`src/rtl/adder_core.sv`:
```
// Registered two-operand adder/subtractor with a two-level carry-lookahead datapath.
// Sum and status flags are captured together one cycle after an accepted operation.
module adder_core #(
  parameter int unsigned WIDTH     = 32,
  parameter int unsigned CLA_BLOCK = 4
) (
  input  logic             clk,
  input  logic             reset,
  input  logic             in_valid,
  input  logic [WIDTH-1:0] a,
  input  logic [WIDTH-1:0] b,
  input  logic             sub,
  output logic [WIDTH-1:0] result,
  output logic             carry_out,
  output logic             overflow,
  output logic             zero,
  output logic             negative,
  output logic             out_valid
);

  localparam int unsigned NG = WIDTH / CLA_BLOCK;

  logic [WIDTH-1:0] b_eff;
  logic [WIDTH-1:0] g;
  logic [WIDTH-1:0] p;
  logic [WIDTH-1:0] c;
  logic [WIDTH-1:0] sum;
  logic [NG-1:0]    grp_g;
  logic [NG-1:0]    grp_p;
  logic [NG:0]      grp_c;
  logic             sum_cout;
  logic             sum_ovf;

  always_comb begin
    b_eff = sub ? ~b : b;
    g     = a & b_eff;
    p     = a ^ b_eff;
  end

  // Level 1: group generate/propagate over each CLA_BLOCK slice.
  always_comb begin
    logic gacc;
    logic pacc;
    grp_g = '0;
    grp_p = '0;
    for (int unsigned k = 0; k < NG; k++) begin
      gacc = 1'b0;
      pacc = 1'b1;
      for (int unsigned j = 0; j < CLA_BLOCK; j++) begin
        gacc = g[k*CLA_BLOCK + j] | (p[k*CLA_BLOCK + j] & gacc);
        pacc = pacc & p[k*CLA_BLOCK + j];
      end
      grp_g[k] = gacc;
      grp_p[k] = pacc;
    end
  end

  // Level 2: each group carry is formed independently from cin and all lower G/P terms.
  always_comb begin
    logic cacc;
    grp_c    = '0;
    grp_c[0] = sub;
    for (int unsigned k = 0; k < NG; k++) begin
      cacc = sub;
      for (int unsigned m = 0; m <= k; m++) begin
        cacc = grp_g[m] | (grp_p[m] & cacc);
      end
      grp_c[k+1] = cacc;
    end
  end

  always_comb begin
    logic cbit;
    c = '0;
    for (int unsigned k = 0; k < NG; k++) begin
      cbit = grp_c[k];
      for (int unsigned j = 0; j < CLA_BLOCK; j++) begin
        c[k*CLA_BLOCK + j] = cbit;
        cbit = g[k*CLA_BLOCK + j] | (p[k*CLA_BLOCK + j] & cbit);
      end
    end
    sum      = p ^ c;
    sum_cout = grp_c[NG];
    sum_ovf  = (a[WIDTH-1] == b_eff[WIDTH-1]) && (sum[WIDTH-1] != a[WIDTH-1]);
  end

  always_ff @(posedge clk or posedge reset) begin
    if (reset) begin
      result    <= '0;
      carry_out <= 1'b0;
      overflow  <= 1'b0;
      zero      <= 1'b0;
      negative  <= 1'b0;
      out_valid <= 1'b0;
    end else begin
      out_valid <= in_valid;
      if (in_valid) begin
        result    <= sum;
        carry_out <= sum_cout;
        overflow  <= sum_ovf;
        zero      <= (sum == '0);
        negative  <= sum[WIDTH-1];
      end
    end
  end

endmodule

```
`config.mk`:
```
export PLATFORM = sky130hd
export DESIGN_NAME = adder_core
export DESIGN_NICKNAME = d
export VERILOG_FILES = /design/src/rtl/adder_core.sv
export SDC_FILE = /design/constraint.sdc
export NUM_CORES = 1
export LEC_CHECK = 0
export ABC_AREA = 1
export ABC_CLOCK_PERIOD_IN_PS = 1500
export BUFFER_PORTS_ARGS = -buffer_cell sky130_fd_sc_hd__buf_4
export CAP_MARGIN = 5
export CORE_ASPECT_RATIO = 1.1
export CORE_MARGIN = 8
export CORE_UTILIZATION = 45
export CTS_CLUSTER_SIZE = 12
export DETAILED_ROUTE_END_ITERATION = 10
export PLACE_DENSITY = 0.73
export SLEW_MARGIN = 5
export SYNTH_ARGS = -nofsm -noshare
export SYNTH_HDL_FRONTEND = slang
export SYNTH_SLANG_ARGS = --single-unit
```
`constraint.sdc`:
```
create_clock -name clk -period 1.5 [get_ports clk]
set_clock_uncertainty 0.1 [all_clocks]
set_input_delay 0.15 -clock clk [delete_from_list [all_inputs] [get_ports clk]]
set_output_delay 0.15 -clock clk [all_outputs]
set_load 0.02 [all_outputs]
```
* After elaboration in Yosys (flattened, before gate mapping) *
Cells that the tools add are included.

storage, ports and cells
  output and inout bits = 37
  word-level logic and storage cells = 151
  bits in registers = 37

operators by class
  muxes and demuxes = 1
  equality and inequality tests = 2
  bitwise gates (word level) = 140
  reductions and logical operators = 2

operators with widths
  kind                number
  bitwise AND 1 bit   80
  XOR 32 bit          2
  bitwise OR 1 bit    56
  bitwise AND 32 bit  1
  zero test 32 bit    1
  two-way mux 32 bit  1
  inverter 32 bit     1
  == test 1 bit       1
  logical AND 1 bit   1
  != test 1 bit       1

* Logic depth before layout (Yosys ltp) *
  depth in word-level cells = 31
  gate-level depth with buffers = 30
  mapped depth without buffers = 28

* Worst setup path before layout *
Ideal clock, no wire load.

  path kind = input port to flip-flop
  from = in sub
  to = reg zero
  required time = 1.333 ns
  arrival time = 4.029 ns
  setup slack = -2.697 ns
  stages on the path = 29
  cells stage by stage = buf_4 > buf_1 > xor2_1 > ha_1 > nand2_1 > nand2_1 > nand2_1 > nand2_1 > nand2_1 > nand2_1 > nand2_1 > nand2_1 > nand2_1 > nand2_1 > nand2_1 > nand2_1 > nand2_1 > nand2_1 > nand2_1 > nand2_1 > nand2_1 > nand2_1 > inv_1 > fa_1 > fa_1 > fa_1 > nand4_1 > nor4_1 > a32o_1

between the ends
  longest elaborated chain between the ends = 29
  elaborated cells between the ends (all ways) = 130
  those cells by class = mux (1); bitwise (128); reduce/logical (1)

RTL lines
  item                                              line    RTL
  start: declaration                                12      input logic sub,
  two-way mux 32 bit                                35      b_eff = sub ? ~b : b;
  XOR 32 bit or bitwise AND 32 bit (tied branches)  37, 36
  bitwise AND 1 bit                                 50      gacc = g[k*CLA_BLOCK + j] | (p[k*CLA_BLOCK + j] & gacc);
  bitwise OR 1 bit                                  50
  bitwise AND 1 bit                                 50
  bitwise OR 1 bit                                  50
  bitwise AND 1 bit                                 50
  bitwise OR 1 bit                                  50
  [13 not listed]                                   --
  bitwise AND 1 bit                                 79      cbit = g[k*CLA_BLOCK + j] | (p[k*CLA_BLOCK + j] & cbit);
  bitwise OR 1 bit                                  79
  bitwise AND 1 bit                                 79
  bitwise OR 1 bit                                  79
  bitwise AND 1 bit                                 79
  bitwise OR 1 bit                                  79
  XOR 32 bit (*)                                    82      sum = p ^ c;
  zero test 32 bit (*)                              101     zero <= (sum == '0);
  end signal: assignment                            101
  end: declaration                                  16      output logic zero,

Mark *: on every way between the ends. The rest lies on a longest branch, timed or not.
A chain may end at the register's enable or synchronous reset.

* Final worst setup path *
Ends and elaborated chain as after synthesis.

==> impl_results.md <==
* Outcome: complete, but fails checks
* Failing checks: setup timing
* Sequential share of the synthesized area at 0.291
* Flop-to-flop setup slack at about 0.67 ns
* WL met1 at roughly 4200 microns
* Vias at 3213
* CTS tree: yes
* Clock period minus worst slack at slightly below 4 ns
* Worst stage delay on the critical path at 0.40 ns
* Ys flop type: dfrtp_1
* Most frequent cell after synthesis: nand2_1
* Detailed Place HPWL at around 7500 microns
* Share of cells above drive strength 1 at 0.523
* Final Worst Setup Slack at -2.37 ns
* Drt pass-1 iters at 5
* CP max FO at 7
* Worst slew margin at 0.703
* Diode count at 0
* Die width at between 90 and 100 microns
* Synth cell types at 25
* Period utilization at 2.58
* CTS max path bufs at 2
* RSZ-0062 raised after global routing: yes
* CORE AREA at around 6600 sq um
* Data arrival, critical path at 3.99 ns
* Area Overhead vs Synth at 68.3%
* Power Internal at between 3 and 4 mW
* Pins Over Slew Limit at 0
* Top cells by count, synth: nand2_1, inv_1, dfrtp_1
* MaxCap Viol Count at 0
* Worst skew pair latency at approximately 0.28 ns
* Top Layer Used: met4
* CP Buf/Inv Count at 8
* Cell area power density at approximately 1000 nW/um^2
* Clock net sink count at 36
* Warning count from the yosys run at 0
* FFs w/ async S/R, synth at 1.00
* Hold path start: a[31]
* Synth top area share at 0.291
* GP Congestion at ~0.93
* Worst r2r dst: zero
* P_sw at roughly 2.1 mW
* Reg-to-reg startpoint: zero
* Die area at about 9800 sq um
* DR iter-0 viols at 158
* Placed instance count at 589
* Post-Syn Area at roughly 3100 sq um
* Metal2 WL at ~5800 microns
* Vias per cell at ~5.1
* GR Util All Layers at 0.193
* Htree depth at 2
* Final setup viols at 34
* Gate power share at 0.616
* Final Hold Fails at 0
* Yosys reg bits at 36
* Placement row count at 31
* Worst hold path class: primary input to flop
* Clk Tree Root Cell: clkbuf_8
* # nets final at 672
* Routed Antenna Nets at 0
* Number of port buffers at around 100
* Hold Path Sink: overflow
* Post-Syn Area per Cell at between 8 and 9 sq um
* Top delay family on crit path: adder cells
* Worst path required time at between 1.5 and 2 ns
* Most frequent CP cell: fa_2
* Post-Route WL at between 10000 and 15000 microns
* Met3 routed WL at approximately 700 microns
* CTS buffer count at 5
* Peak supply drop at between 600 and 700 uV
* Overflow after GRT at 0
* Largest net degree at the start of global routing at 58
* Sequential power share at 0.248
* Die height at roughly 100 microns
* P_leak at around 2.7 nW
* Clock power frac at 0.136
* Vias in the first global route at 3154
* Kind of critical path: primary input to flop
* Startpoint Class: primary input
* Cells along the critical path: buf_12 -> buf_4 -> buf_6 -> buf_12 -> buf_8 -> buf_4 -> xnor2_1 -> inv_1 -> ha_1 -> nand2_1 -> nor2_1 -> nand2_2 -> nand2_2 -> inv_2 -> fa_2 -> fa_2 -> fa_2 -> xor2_2 -> nand3_1 -> nor4_1 -> a32o_1
* Cells on worst reg2reg path at 1
* Top cells by area, synth: dfrtp_1, fa_1, ha_1
* Global-route wire length before repair at around 15000 microns
* Mapped Cells at 356
* Least-Margin Pin Slew at between 0.4 and 0.5 ns
* Routed WL per cell at roughly 17 microns
* Slowest cell on the critical path: fa_2
* Post-route DRC at 0
* Initial antenna violation count at 0
* Synth area leader: dfrtp_1
* Total power at between 5 and 6 mW
* I/O pin count at around 110
* Mapped Nets at 479
* Final cell count without fillers at around 630
* Hold depth at 3
* Critical path endpoint category: flop
* Number of synthesized flops with an enable pin at 0
* Reg clk slew, reported paths at about 0.07 ns
* Starting density of the core at 0.467
* Sw Share at 0.385
* Max Fclk at 258 MHz
flip-flops by register name (all words and copies together) (netlist names):
| register | cells |
|---|---|
| zero | 1 |
| negative | 1 |
| carry_out | 1 |
| out_valid | 1 |
| result | 31 |
| overflow | 1 |
power by group through the flow:
| stage | clock network [mW] | registers [mW] | logic, mW |
|---|---|---|---|
| 2_1_floorplan | 0 | 1.63 | 1.02 |
| 3_3_place_gp | 0 | 1.35 | 2.49 |
| 3_5_place_dp | 0 | 1.36 | 2.57 |
| 4_1_cts | 0.743 | 1.35 | 2.90 |
| 5_1_grt | 0.772 | 1.38 | 3.58 |
| 6_report | 0.741 | 1.35 | 3.36 |
kinds of logic after synthesis:
| logic type | synth area share |
|---|---|
| AND/OR/NAND/NOR | 0.132 |
| buffers and inverters | 0.0904 |
| adder cells (fa/ha/maj) | 0.278 |
| AO/OA/AOI/OAI | 0.0876 |
| XOR/XNOR | 0.119 |
| flip-flops | 0.291 |
| multiplexers | 0.00363 |
worst min-delay path: stages:
cell and delay [ns]:
buf_4 0.10, xor2_1 0.18, o31ai_1 0.10
layout make-up:
cell class | instances | area, sq um
clock buffers | 7 | 96.3
fillers | 402 | 1410
inverters | 60 | 230
multi-input cells | 248 | 2240
flip-flops and latches | 36 | 901
well taps | 82 | 103
repair buffers | 198 | 1650
how the worst max path moves through the flow:
stage | depth (start not counted) | endpoint | slack (ns) | from
after floorplan | 29 | zero | -2.18 | sub
after global placement | 29 | zero | -2.32 | sub
after detailed placement | 29 | zero | -2.46 | sub
after CTS | 28 | zero | -2.01 | sub
after global routing | 21 | zero | -2.55 | sub
final | 21 | zero | -2.37 | sub
what timing repair did:
action                                  CTS  global route
cloned                                    1             0
endpoints found under the hold margin    37             0
pin swaps                                34            22
endpoints found under the setup margin   34            34
hold buffers                              2             0
gates resized for setup                  61            52
buffers inserted                         33            19
layout by cell type, fill, tap and decap left out, drive strengths merged:
cell / instances
buf: 196
nand2: 76
inv: 60
dfrtp: 36
ha: 32
o21ai: 28
xnor2: 27
fa: 23
xor2: 15
a21oi: 13
nor2: 11
clkbuf: 7
nand4: 6
nand3: 5
o21a: 3
nor4: 3
dlygate4sd3: 2
a211oi: 2
mux2: 1
o21bai: 1
o31ai: 1
a32o: 1
per-layer routing:
layer | vias up | GRT usage
li1 | 1499 | -
met1 | 1552 | 0.226
met2 | 140 | 0.343
met3 | 22 | 0.0255
met4 | 0 | 0.0817
met5 | - | 0
through the flow:
| step | hold slack, ns | setup TNS [ns] | instance area, sq um | util | setup WS (ns) |
|---|---|---|---|---|---|
| after global routing | 0.196 | -47.41 | 5220 | 0.787 | -2.55 |
| after floorplan | 0.0814 | -41.73 | 3220 | - | -2.18 |
| after detailed placement | 0.182 | -49.92 | 4460 | 0.673 | -2.46 |
| after global placement | 0.175 | -47.20 | 4460 | 0.673 | -2.32 |
| final | 0.186 | -43.39 | 5220 | 0.787 | -2.37 |
| after CTS | 0.135 | -36.79 | 4910 | 0.740 | -2.01 |
Note: power is estimated with default switching activity, not from simulation.
